[src/rtl/exibe_sequencia_if.sv]
`default_nettype none
// ============================================================================
//  Module   : exibe_sequencia_if
//  Purpose  : Bundles the signals exibe_sequencia shares with the game
//             control unit, the sequence memory and the LED drivers.
//  Revision : 1.0 - initial release
// ----------------------------------------------------------------------------
//  Signals
//    iniciar      control -> presenter  start request
//    limite       control -> presenter  index of the last entry to show
//    mem_dado     memory  -> presenter  word at mem_endereco (async read)
//    mem_endereco presenter -> memory   current read address
//    leds         presenter -> LEDs     LED drive, zero when dark
//    ocupado      presenter -> control  high while presenting
//    pronto       presenter -> control  one-cycle end-of-presentation pulse
//    db_estado    presenter -> debug    current state code
//  Modports
//    slave  : the presenter (exibe_sequencia)
//    master : its environment (control unit, memory, LED sink)
// ============================================================================
interface exibe_sequencia_if #(
    parameter int ADDR_W = 4,
    parameter int DATA_W = 4
);
    logic              iniciar;
    logic [ADDR_W-1:0] limite;
    logic [DATA_W-1:0] mem_dado;
    logic [ADDR_W-1:0] mem_endereco;
    logic [DATA_W-1:0] leds;
    logic              ocupado;
    logic              pronto;
    logic [2:0]        db_estado;

    modport slave (
        input  iniciar,
        input  limite,
        input  mem_dado,
        output mem_endereco,
        output leds,
        output ocupado,
        output pronto,
        output db_estado
    );

    modport master (
        output iniciar,
        output limite,
        output mem_dado,
        input  mem_endereco,
        input  leds,
        input  ocupado,
        input  pronto,
        input  db_estado
    );
endinterface
`default_nettype wire

[src/rtl/exibe_sequencia.sv]
`default_nettype none
// ============================================================================
//  Module   : exibe_sequencia
//  Purpose  : Sequence presenter for the memory game. On iniciar it reads
//             memory positions 0..limite and lights each word on the LEDs
//             for T_ON cycles followed by a T_OFF dark gap, then pulses
//             pronto for one cycle.
//  Revision : 1.0 - initial release
// ----------------------------------------------------------------------------
//  Parameters
//    ADDR_W  width of memory address and limite
//    DATA_W  width of a memory word and of leds
//    T_ON    cycles each entry is lit (>= 1)
//    T_OFF   cycles of dark gap after each entry (>= 1)
//  Ports
//    clock   system clock, rising edge
//    reset   asynchronous, active-high; returns to ocioso
//    parar   abort request (only with EXIBE_SEQUENCIA_ABORTA_EN)
//    bus     exibe_sequencia_if.slave: iniciar, limite, mem_dado in;
//            mem_endereco, leds, ocupado, pronto, db_estado out
//  Build option
//    EXIBE_SEQUENCIA_ABORTA_EN  adds the parar input; parar in carrega,
//                               aceso or apagado returns to ocioso with no
//                               pronto pulse.
//  State codes (db_estado): ocioso 0, carrega 1, aceso 2, apagado 3, fim 4,
//                           any illegal code reads as 7.
// ============================================================================
module exibe_sequencia #(
    parameter int ADDR_W = 4,
    parameter int DATA_W = 4,
    parameter int T_ON   = 1000,
    parameter int T_OFF  = 500
) (
    input  wire              clock,
    input  wire              reset,
`ifdef EXIBE_SEQUENCIA_ABORTA_EN
    input  wire              parar,
`endif
    exibe_sequencia_if.slave bus
);

    // Timer only has to reach max(T_ON, T_OFF) - 1.
    localparam int T_MAX   = (T_ON > T_OFF) ? T_ON : T_OFF;
    localparam int TIMER_W = (T_MAX > 1) ? $clog2(T_MAX) : 1;

    localparam logic [TIMER_W-1:0] C_TON_LAST  = TIMER_W'(T_ON - 1);
    localparam logic [TIMER_W-1:0] C_TOFF_LAST = TIMER_W'(T_OFF - 1);

    typedef enum logic [2:0] {
        S_OCIOSO  = 3'd0,
        S_CARREGA = 3'd1,
        S_ACESO   = 3'd2,
        S_APAGADO = 3'd3,
        S_FIM     = 3'd4
    } estado_t;

    estado_t             state_q,  state_d;
    logic [ADDR_W-1:0]   addr_q,   addr_d;
    logic [ADDR_W-1:0]   limite_q, limite_d;
    logic [DATA_W-1:0]   leds_q,   leds_d;
    logic [TIMER_W-1:0]  timer_q,  timer_d;

    // ------------------------------------------------------------------
    // State and datapath registers
    // ------------------------------------------------------------------
    always_ff @(posedge clock or posedge reset) begin
        if (reset) begin
            state_q  <= S_OCIOSO;
            addr_q   <= '0;
            limite_q <= '0;
            leds_q   <= '0;
            timer_q  <= '0;
        end else begin
            state_q  <= state_d;
            addr_q   <= addr_d;
            limite_q <= limite_d;
            leds_q   <= leds_d;
            timer_q  <= timer_d;
        end
    end

    // ------------------------------------------------------------------
    // Next-state logic
    // ------------------------------------------------------------------
    always_comb begin
        state_d  = state_q;
        addr_d   = addr_q;
        limite_d = limite_q;
        leds_d   = leds_q;
        timer_d  = timer_q;

        case (state_q)
            S_OCIOSO: begin
                if (bus.iniciar) begin
                    state_d  = S_CARREGA;
                    addr_d   = '0;
                    limite_d = bus.limite;
                end
            end

            S_CARREGA: begin
                // The only cycle mem_dado is sampled: later memory changes
                // cannot disturb the entry being shown.
                leds_d  = bus.mem_dado;
                timer_d = '0;
                state_d = S_ACESO;
            end

            S_ACESO: begin
                if (timer_q == C_TON_LAST) begin
                    timer_d = '0;
                    state_d = S_APAGADO;
                end else begin
                    timer_d = timer_q + TIMER_W'(1);
                end
            end

            S_APAGADO: begin
                if (timer_q == C_TOFF_LAST) begin
                    timer_d = '0;
                    // End test comes before the increment, so a limite at
                    // the top of the address range never wraps to 0.
                    if (addr_q == limite_q) begin
                        state_d = S_FIM;
                    end else begin
                        addr_d  = addr_q + ADDR_W'(1);
                        state_d = S_CARREGA;
                    end
                end else begin
                    timer_d = timer_q + TIMER_W'(1);
                end
            end

            S_FIM: begin
                addr_d  = '0;
                state_d = S_OCIOSO;
            end

            default: begin
                // Illegal encodings recover to idle on the next edge.
                addr_d  = '0;
                timer_d = '0;
                state_d = S_OCIOSO;
            end
        endcase

`ifdef EXIBE_SEQUENCIA_ABORTA_EN
        // Applied after the case so it wins over every timer-end transition.
        if (parar && ((state_q == S_CARREGA) ||
                      (state_q == S_ACESO)   ||
                      (state_q == S_APAGADO))) begin
            state_d = S_OCIOSO;
            addr_d  = '0;
            timer_d = '0;
        end
`endif
    end

    // ------------------------------------------------------------------
    // Moore outputs
    // ------------------------------------------------------------------
    logic [2:0] w_db_estado;

    always_comb begin
        w_db_estado = 3'd7;
        case (state_q)
            S_OCIOSO:  w_db_estado = 3'd0;
            S_CARREGA: w_db_estado = 3'd1;
            S_ACESO:   w_db_estado = 3'd2;
            S_APAGADO: w_db_estado = 3'd3;
            S_FIM:     w_db_estado = 3'd4;
            default:   w_db_estado = 3'd7;
        endcase
    end

    assign bus.mem_endereco = addr_q;
    assign bus.leds         = (state_q == S_ACESO) ? leds_q : '0;
    assign bus.ocupado      = (state_q != S_OCIOSO);
    assign bus.pronto       = (state_q == S_FIM);
    assign bus.db_estado    = w_db_estado;

endmodule
`default_nettype wire

[src/flat_wrapper.sv]
// flat-port wrapper written by rule: the top's interface ports become plain ports
module exibe_sequencia_flat 
#(
    parameter int ADDR_W = 4,
    parameter int DATA_W = 4,
    parameter int T_ON   = 1000,
    parameter int T_OFF  = 500
)
  (clock, reset, bus_iniciar, bus_limite, bus_mem_dado, bus_mem_endereco, bus_leds, bus_ocupado, bus_pronto, bus_db_estado);
  exibe_sequencia_if #(.ADDR_W(ADDR_W), .DATA_W(DATA_W)) bus_i ();
  input  wire clock;
  input  wire reset;
  input wire logic [$bits(bus_i.iniciar)-1:0] bus_iniciar;
  input wire logic [$bits(bus_i.limite)-1:0] bus_limite;
  input wire logic [$bits(bus_i.mem_dado)-1:0] bus_mem_dado;
  output wire logic [$bits(bus_i.mem_endereco)-1:0] bus_mem_endereco;
  output wire logic [$bits(bus_i.leds)-1:0] bus_leds;
  output wire logic [$bits(bus_i.ocupado)-1:0] bus_ocupado;
  output wire logic [$bits(bus_i.pronto)-1:0] bus_pronto;
  output wire logic [$bits(bus_i.db_estado)-1:0] bus_db_estado;
  assign bus_i.iniciar = bus_iniciar;
  assign bus_i.limite = bus_limite;
  assign bus_i.mem_dado = bus_mem_dado;
  assign bus_mem_endereco = bus_i.mem_endereco;
  assign bus_leds = bus_i.leds;
  assign bus_ocupado = bus_i.ocupado;
  assign bus_pronto = bus_i.pronto;
  assign bus_db_estado = bus_i.db_estado;
  exibe_sequencia #(.ADDR_W(ADDR_W), .DATA_W(DATA_W), .T_ON(T_ON), .T_OFF(T_OFF)) u_core (.clock(clock), .reset(reset), .bus(bus_i));
endmodule
[config.mk]
export PLATFORM = sky130hd
export DESIGN_NAME = exibe_sequencia_flat
export DESIGN_NICKNAME = d
export VERILOG_FILES = /design/src/rtl/exibe_sequencia_if.sv /design/src/rtl/exibe_sequencia.sv /design/src/flat_wrapper.sv
export SDC_FILE = /design/constraint.sdc
export NUM_CORES = 1
export LEC_CHECK = 0
export ABC_CLOCK_PERIOD_IN_PS = 2910
export BUFFER_PORTS_ARGS = -buffer_cell sky130_fd_sc_hd__buf_2
export CORE_ASPECT_RATIO = 0.9
export CORE_MARGIN = 10
export CORE_UTILIZATION = 59
export DETAILED_ROUTE_END_ITERATION = 10
export PLACE_DENSITY = 0.93
export SYNTH_ARGS = -nofsm -noshare
export SYNTH_HDL_FRONTEND = slang
export SYNTH_SLANG_ARGS = --single-unit
[constraint.sdc]
create_clock -name clock -period 2.91 [get_ports clock]
set_clock_uncertainty 0.05 [all_clocks]
set_input_delay 0.4365 -clock clock [delete_from_list [all_inputs] [get_ports clock]]
set_output_delay 0.4365 -clock clock [all_outputs]
set_load 0.02 [all_outputs]
==> results of run 1 <==
==> worst max-delay path, cell delays in order, from the launching register on <==
cell      delay [ps]
dfrtp_1          650
nand2b_1         170
nor2_1           320
and2_1           180
buf_2            160
==> cell type report <==
cell class	instances	area, µm²
tap	27	33.78
sequential	25	625.6
clock buffer	4	26.28
timing repair buffer	23	115.1
fill	181	673.1
inverter	6	22.52
multi-input combinational	100	705.7
==> flip-flops by register name, indices dropped and copies added (netlist names) <==
register,count
u_core.bus.mem_endereco,4
u_core.leds_q,4
u_core.limite_q,4
u_core.timer_q,10
u_core.state_q,3
==> final timing paths <==
kind / startpoint / to / slack, ps / depth (start not counted)
min: reset / u_core.state_q[0] / 230 / 2
min reg2reg: u_core.leds_q[3] / u_core.leds_q[3] / 470 / 1
min in group clock: bus_mem_dado[2] / u_core.leds_q[2] / 280 / 2
max reg2reg: u_core.timer_q[0] / u_core.bus.mem_endereco[2] / 980 / 5
max in group asynchronous: reset / u_core.bus.mem_endereco[2] / 2030 / 2
max: u_core.state_q[1] / bus_leds[2] / 630 / 4
==> kinds of logic after synthesis <==
logic type | count (synthesis) | synth area share
AO/OA/AOI/OAI | 28 | 0.1462
XOR/XNOR | 10 | 0.06358
adder cells (fa/ha/maj) | 2 | 0.01816
AND/OR/NAND/NOR | 51 | 0.2107
flip-flops | 25 | 0.4541
multiplexers | 9 | 0.07357
buffers and inverters | 11 | 0.03360
==> cell usage in the layout, fill, tap and decap left out, drive strengths merged, types with 6 or more instances in the layout <==
cell type and count:
mux2 9, inv 6, o21ai 7, nor2 12, dfrtp 25, nand4 6, and2 6, xnor2 8
buf 23, nand2 9
==> metal layers <==
layer  vias up  global-route usage  share of wire
met5         -                   0              0
met4         0             0.07729          0.033
met3        16             0.03754          0.076
met2        70              0.2311           0.47
met1       537              0.1721           0.42
li1        542                   -              -
==> cells in the mapped netlist <==
cell type,n
nor2b_1,1
clkbuf_1,1
and2_1,5
dfrtp_1,25
o311a_1,1
nor4_1,2
o2111a_1,1
nand3_2,1
and3_1,1
o31ai_1,2
nor2_1,11
and2b_2,1
a21oi_1,1
a22o_1,1
ha_1,2
a211oi_1,2
and2_2,1
xor2_1,2
nand2_1,9
nor2_2,1
and3_2,1
and3b_1,1
xnor2_1,8
a211o_1,1
and4b_1,1
and4_1,1
o41ai_1,1
a32o_2,1
o21ai_0,7
a31oi_1,4
buf_2,4
o221ai_1,2
o211ai_1,3
a22oi_1,1
nand2b_1,1
nand4_1,6
inv_1,6
nor3_2,1
nor3b_2,1
nor3_1,3
mux2_2,9
nand3_1,2
==> power groups by stage <==
| stage | combinational (mW) | sequential [mW] | clock (mW) |
|---|---|---|---|
| final | 0.0316 | 0.357 | 0.160 |
| after global routing | 0.0357 | 0.357 | 0.176 |
| after CTS | 0.0327 | 0.357 | 0.160 |
| after detailed placement | 0.0325 | 0.363 | 0 |
| after global placement | 0.0306 | 0.363 | 0 |
| after floorplan | 0.0194 | 0.362 | 0 |
==> key figures, run 1 <==
Synthesis
  • Share of the synthesized area in the top cell type: 0.4541
  • Mapped cell area: 1378 µm²
  • #FFs+latches synth: 25
  • Post-Syn Instances: 136
  • Warning count from the yosys run: 0
  • Post-synthesis area per instance: 10.13 µm²
  • Area contributors post-synth: dfrtp_1 45%, mux2_2 7.4%, xnor2_1 5.1%
  • Number of library cell types mapped by synthesis: 42
  • Synth area leader: dfrtp_1
  • Syn_nets: 149
  • Sequential share of the synthesized area: 0.4541

Floorplan
  • Core area: 2202 µm²
  • Die width: 70.94 µm
  • Row count: 16
  • Starting Density: 0.6256
  • Die ar.: 4670 µm²
  • Ports: 24
  • Die H: 65.84 µm

Pwr
  • Switching Power: 0.1271 mW
  • Pwr dens: 358.4 nW/µm²
  • Switching share of power: 0.2320
  • Sequential power share: 0.651
  • Comb pwr share: 0.058
  • Total power: 0.5479 mW
  • Pleak: 0.6870 nW
  • Clk pwr share: 0.292
  • VDD IR max: 0.0003556 V
  • Int Power: 0.4208 mW

Timing
  • Setup TNS: 0 ps
  • Final worst path period share: 0.7850
  • Worst slew pin tran: 903.2 ps
  • Worst hold slack: 232.3 ps
  • Max Freq: 0.4378 GHz
  • RSZ-0062 raised after global routing: false
  • Setup WS post-layout: 625.6 ps
  • Final setup viols: 0
  • Slew HR: 0.3972
  • Post-layout minimum cycle time: 2284 ps
  • Final Hold Violating Endpoints: 0
  • Final slew viol count: 0

Setup path
  • Critical Path Fanout Max: 14
  • CP Capture Type: primary output
  • CP Class: flop to primary output
  • Crit path DAT: 1800 ps
  • Crit start category: flop
  • Required @ worst endpoint: 2420 ps

Job
  • # Max-Cap Violations: 0

Global route
  • GRT Resource Usage Total: 0.1437
  • First-pass GRT wire length: 5395 µm
  • Largest net degree at the start of global routing: 26
  • Vias in the first global route: 1119
  • Initial antenna violation count: 0
  • Grt total ovfl: 0

Route
  • DRT Pass-1 Iters: 5
  • Total wire length: 3260 µm
  • DR vias/cell: 6.297
  • Initial DRC Count: 52
  • Drc violations: 0
  • Routed WL per cell: 17.62 µm
  • Final ANT Viol Nets: 0
  • Via count: 1165

Clock tree
  • Sink Count: 25
  • Total CTS buffers: 3
  • Resize count post-CTS: 0
  • Worst-skew pair later-pin latency: 330 ps
  • Post-CTS Hold Fix Bufs: 0
  • CTS Buffer Depth: 2
  • H-tree depth: 1
  • Clk pin slew, worst setup/hold paths: 140 ps
  • CTS tree: built
  • Postcts setup bufs: 0
  • Clock Tree Root: clkbuf_4

Finish
  • Net count, final: 172
  • Share of layout cells above drive strength 1: 0.2722
  • Post-Layout Cell Count: 185
  • Final core utilization: 0.6943
  • Fin area: 1529 µm²
  • Area Overhead vs Synth: 10.99%
  • ANT cells: 0

Placement
  • I/O Buffers: 23
  • HPWL after DPL: 2577 µm
  • DP Worst Slack: 1042 ps
  • Post-placement cell area: 1503 µm²
  • DP Cell Count: 181
  • Placer Congestion: 0.9934

Min path
  • Hold Path Class: primary input to asynchronous set/reset pin

Status
  • Outcome: completed
No activity file was read; power rests on OpenSTA's default activity.
==> inputs of run 2 (changes only) <==
--- a/config.mk
+++ b/config.mk
@@ -5,13 +5,14 @@
 export SDC_FILE = /design/constraint.sdc
 export NUM_CORES = 1
 export LEC_CHECK = 0
-export ABC_CLOCK_PERIOD_IN_PS = 2910
+export ABC_AREA = 1
+export ABC_CLOCK_PERIOD_IN_PS = 2200
 export BUFFER_PORTS_ARGS = -buffer_cell sky130_fd_sc_hd__buf_2
 export CORE_ASPECT_RATIO = 0.9
 export CORE_MARGIN = 10
-export CORE_UTILIZATION = 59
+export CORE_UTILIZATION = 55
 export DETAILED_ROUTE_END_ITERATION = 10
-export PLACE_DENSITY = 0.93
+export PLACE_DENSITY = 0.88
 export SYNTH_ARGS = -nofsm -noshare
 export SYNTH_HDL_FRONTEND = slang
 export SYNTH_SLANG_ARGS = --single-unit
==> constraint.sdc (replaced) <==
create_clock -name clock -period 2.2 [get_ports clock]
set_clock_uncertainty 0.05 [all_clocks]
set_input_delay 0.33 -clock clock [delete_from_list [all_inputs] [get_ports clock]]
set_output_delay 0.33 -clock clock [all_outputs]
set_load 0.02 [all_outputs]
==> run 2 against run 1 <==
Utilization shrank 2.5 points. Area after synthesis grew 8.0%. Count of clock-buffer cells in the layout shrank 1. Die area grew 11%. Synthesized cell count grew 49%. Critical path depth grew 1. Final cell count grew 40%. Combinational power grew to 34 times the previous value. Critical endpoint unchanged. Largest power group is now combinational logic.
==> key figures, run 2 <==
Status
  • Outcome: completed (unchanged)

Route
  • Final ANT Viol Nets: 0 (unchanged)
  • Total wire length: 3196 µm (was 3260 µm)
  • Initial DRC Count: 81 (was 52)
  • Drc violations: 0 (unchanged)
  • DR vias/cell: 5.097 (was 6.297)
  • DRT Pass-1 Iters: 4 (was 5)
  • Routed WL per cell: 12.34 µm (was 17.62 µm)
  • Via count: 1320 (was 1165)

Finish
  • Max reg flops: 10 (unchanged)
  • ANT cells: 0 (unchanged)
  • Commonest cells after routing, fill and taps aside: 52 x nand2_1, 33 x nor2_1, 29 x inv_1 (was 25 x dfrtp_1, 23 x buf_2, 11 x nor2_1)
  • Top reg by flops: u_core.timer_q (unchanged)
  • Area Overhead vs Synth: 12.87% (was 10.99%)
  • Final core utilization: 0.6690 (was 0.6943)
  • Net count, final: 245 (was 172)
  • Share of layout cells above drive strength 1: 0.2121 (was 0.2722)
  • Commonest non-fill, non-tap cell in the layout: nand2_1 (was dfrtp_1)

Synthesis
  • Warning count from the yosys run: 0 (unchanged)
  • Number of library cell types mapped by synthesis: 23 (was 42)
  • Ys flop type: dfrtp_1 (unchanged)
  • Async S/R FF share, synth: 1.000 (unchanged)
  • Area contributors post-synth: dfrtp_1 42%, nand2_1 13%, nor2_1 8.3% (was dfrtp_1 45%, mux2_2 7.4%, xnor2_1 5.1%)
  • Share of the synthesized area in the top cell type: 0.4205 (was 0.4541)
  • Top post-synthesis cells by count: 52 x nand2_1, 33 x nor2_1, 29 x inv_1 (was 25 x dfrtp_1, 11 x nor2_1, 9 x mux2_2, 9 x nand2_1, 8 x xnor2_1)
  • Count leader, synth: nand2_1 (was dfrtp_1)
  • Syn_nets: 216 (was 149)
  • #FFs+latches synth: 25 (unchanged)
  • Mapped cell area: 1488 µm² (was 1378 µm²)
  • Sequential share of the synthesized area: 0.4205 (was 0.4541)
  • Post-synthesis area per instance: 7.328 µm² (was 10.13 µm²)
  • Synth area leader: dfrtp_1 (unchanged)
  • Post-Syn Instances: 203 (was 136)
  • Number of enable flip-flop cells after synthesis: 0 (unchanged)

Setup path
  • CP Capture Type: primary output (unchanged)
  • WP depth: 5 (was 4)
  • Required @ worst endpoint: 1820 ps (was 2420 ps)
  • CP top delay family: flip-flops (was simple AND/OR/NAND/NOR gates)
  • Critical Path Fanout Max: 7 (was 14)
  • CP max stage delay: 410 ps (was 650 ps)
  • Crit path DAT: 1400 ps (was 1800 ps)
  • Buf/Inv on CP: 2 (was 1)
  • Reg2Reg Depth: 10 (was 5)
  • Crit start category: flop (unchanged)
  • Slowest library cell on the worst path: dfrtp_1 (unchanged)
  • CP Class: flop to primary output (unchanged)
  • Critical Path, Cell by Cell: inv_2, nor2_4, nand2_2, nor2_1, buf_2 (was nand2b_1, nor2_1, and2_1, buf_2)

Floorplan
  • Row count: 17 (was 16)
  • Core area: 2510 µm² (was 2202 µm²)
  • Die H: 69.34 µm (was 65.84 µm)
  • Ports: 24 (unchanged)
  • Die width: 74.82 µm (was 70.94 µm)
  • Starting Density: 0.5927 (was 0.6256)
  • Die ar.: 5188 µm² (was 4670 µm²)

Clock tree
  • Total CTS buffers: 3 (unchanged)
  • Sink Count: 25 (unchanged)
  • Resize count post-CTS: 0 (unchanged)
  • CTS Buffer Depth: 2 (unchanged)
  • Clk pin slew, worst setup/hold paths: 140 ps (about the same)
  • Clock Tree Root: clkbuf_4 (unchanged)
  • Worst-skew pair later-pin latency: 330 ps (about the same)
  • Postcts setup bufs: 0 (unchanged)
  • CTS tree: built (unchanged)
  • H-tree depth: 1 (unchanged)

Global route
  • First-pass GRT wire length: 5782 µm (was 5395 µm)
  • GRT Resource Usage Total: 0.1343 (was 0.1437)
  • Grt total ovfl: 0 (unchanged)
  • Largest net degree at the start of global routing: 26 (unchanged)
  • Initial antenna violation count: 0 (unchanged)
  • Vias in the first global route: 1339 (was 1119)

Timing
  • Final Hold Violating Endpoints: 0 (unchanged)
  • Worst slew pin tran: 382.0 ps (was 903.2 ps)
  • Slew HR: 0.7450 (was 0.3972)
  • Post-layout minimum cycle time: 1777 ps
  • Final worst path period share: 0.8077
  • Final setup viols: 0 (unchanged)
  • Final slew viol count: 0 (unchanged)
  • Setup TNS: 0 ps (unchanged)
  • Max Freq: 0.5628 GHz
  • RSZ-0062 raised after global routing: false (unchanged)

Pwr
  • Pwr dens: 1174 nW/µm² (was 358.4 nW/µm²)
  • VDD IR max: 0.0008891 V (was 0.0003556 V)
  • Pleak: 0.9443 nW (was 0.6870 nW)

Placement
  • Placer Congestion: 0.8783 (was 0.9934)
  • HPWL after DPL: 2498 µm (was 2577 µm)
  • I/O Buffers: 23 (unchanged)

Min path
  • Worst Hold Depth: 3
  • Hold Path Class: primary input to flop (was primary input to asynchronous set/reset pin)

Job
  • # Max-Cap Violations: 0 (unchanged)
run 2: cell count changes in the layout (fill, tap and decap cells not counted), sizes merged, moves of 4 or more:
| cell | delta |
|---|---|
| nand2 | +48 |
| inv | +28 |
| nor2 | +27 |
| nand3 | +17 |
| mux2 | -9 |
| a21oi | +8 |
| xnor2 | -7 |
| and2 | -6 |
| xor2 | +5 |
| a31oi | -4 |
| nand4 | -4 |
run 2: through the flow:
step / hold slack (ps) / setup WS, ps / total power [mW] / instances / instance area (µm²)
3_3_place_gp: 339.4 / 705.5 / 1.739 / 254 / 1642
5_1_grt: 189.4 / 324.6 / 2.161 / 259 / 1679
4_1_cts: 182.0 / 432.7 / 1.984 / 259 / 1679
3_5_place_dp: 351.6 / 661.9 / 1.774 / 254 / 1642
2_1_floorplan: 307.3 / 814.5 / 1.508 / 203 / 1488
6_report: 188.5 / 423.1 / 1.971 / 259 / 1679
run 2: area by class of cell:
type / count / area [µm²]
fillers: 213 / 830.8
multi-input cells: 143 / 730.7
flip-flops and latches: 25 / 625.6
repair buffers: 25 / 132.6
inverters: 34 / 127.6
well taps: 28 / 35.03
clock buffers: 3 / 22.52
clock inverters: 1 / 5.005
run 2: final timing paths:
check	startpoint	to	slack (ps)
min in group asynchronous	reset	u_core.limite_q[1]	540
setup / recovery	u_core.state_q[1]	bus_leds[2]	420
max in group asynchronous	reset	u_core.state_q[0]	1320
hold reg to reg	u_core.leds_q[3]	u_core.leds_q[3]	470
hold / removal	bus_limite[1]	u_core.limite_q[1]	190
setup reg to reg	u_core.timer_q[0]	u_core.timer_q[5]	650
run 2: cell families (layout without fill, tap and decap cells):
kind of cell | count (synthesis) | after routing | share of synthesized area
AND/OR/NAND/NOR | 119 | 119 | 0.3759
AO/OA/AOI/OAI | 14 | 14 | 0.05131
buffers and inverters | 35 | 63 | 0.08831
flip-flops | 25 | 25 | 0.4205
XOR/XNOR | 8 | 8 | 0.04710
adder cells (fa/ha/maj) | 2 | 2 | 0.01682
run 2: repair_timing:
action | 4_1_cts | 5_1_grt
hold endpoints to repair | 25 | 0
endpoints found under the setup margin | 0 | 0
hold buffers | 1 | 0
run 2: routing by layer:
layer | part of all wire | vias up | track usage
met3 | 0.035 | 7 | 0.02710
met1 | 0.46 | 609 | 0.1662
li1 | - | 674 | -
met2 | 0.49 | 30 | 0.2183
met5 | 0 | - | 0
met4 | 0.020 | 0 | 0.05208
run 2: report_power, final:
part           leakage [nW]  total, mW  switching [mW]  internal (mW)
clock network        0.0177      0.210           0.142         0.0683
registers             0.315      0.702           0.109          0.594
logic                 0.612       1.06           0.721          0.338
run 2: tightest hold or removal path: stages:
cell	delay (ps)
buf_2	80
nor2_1	30
a21oi_1	100
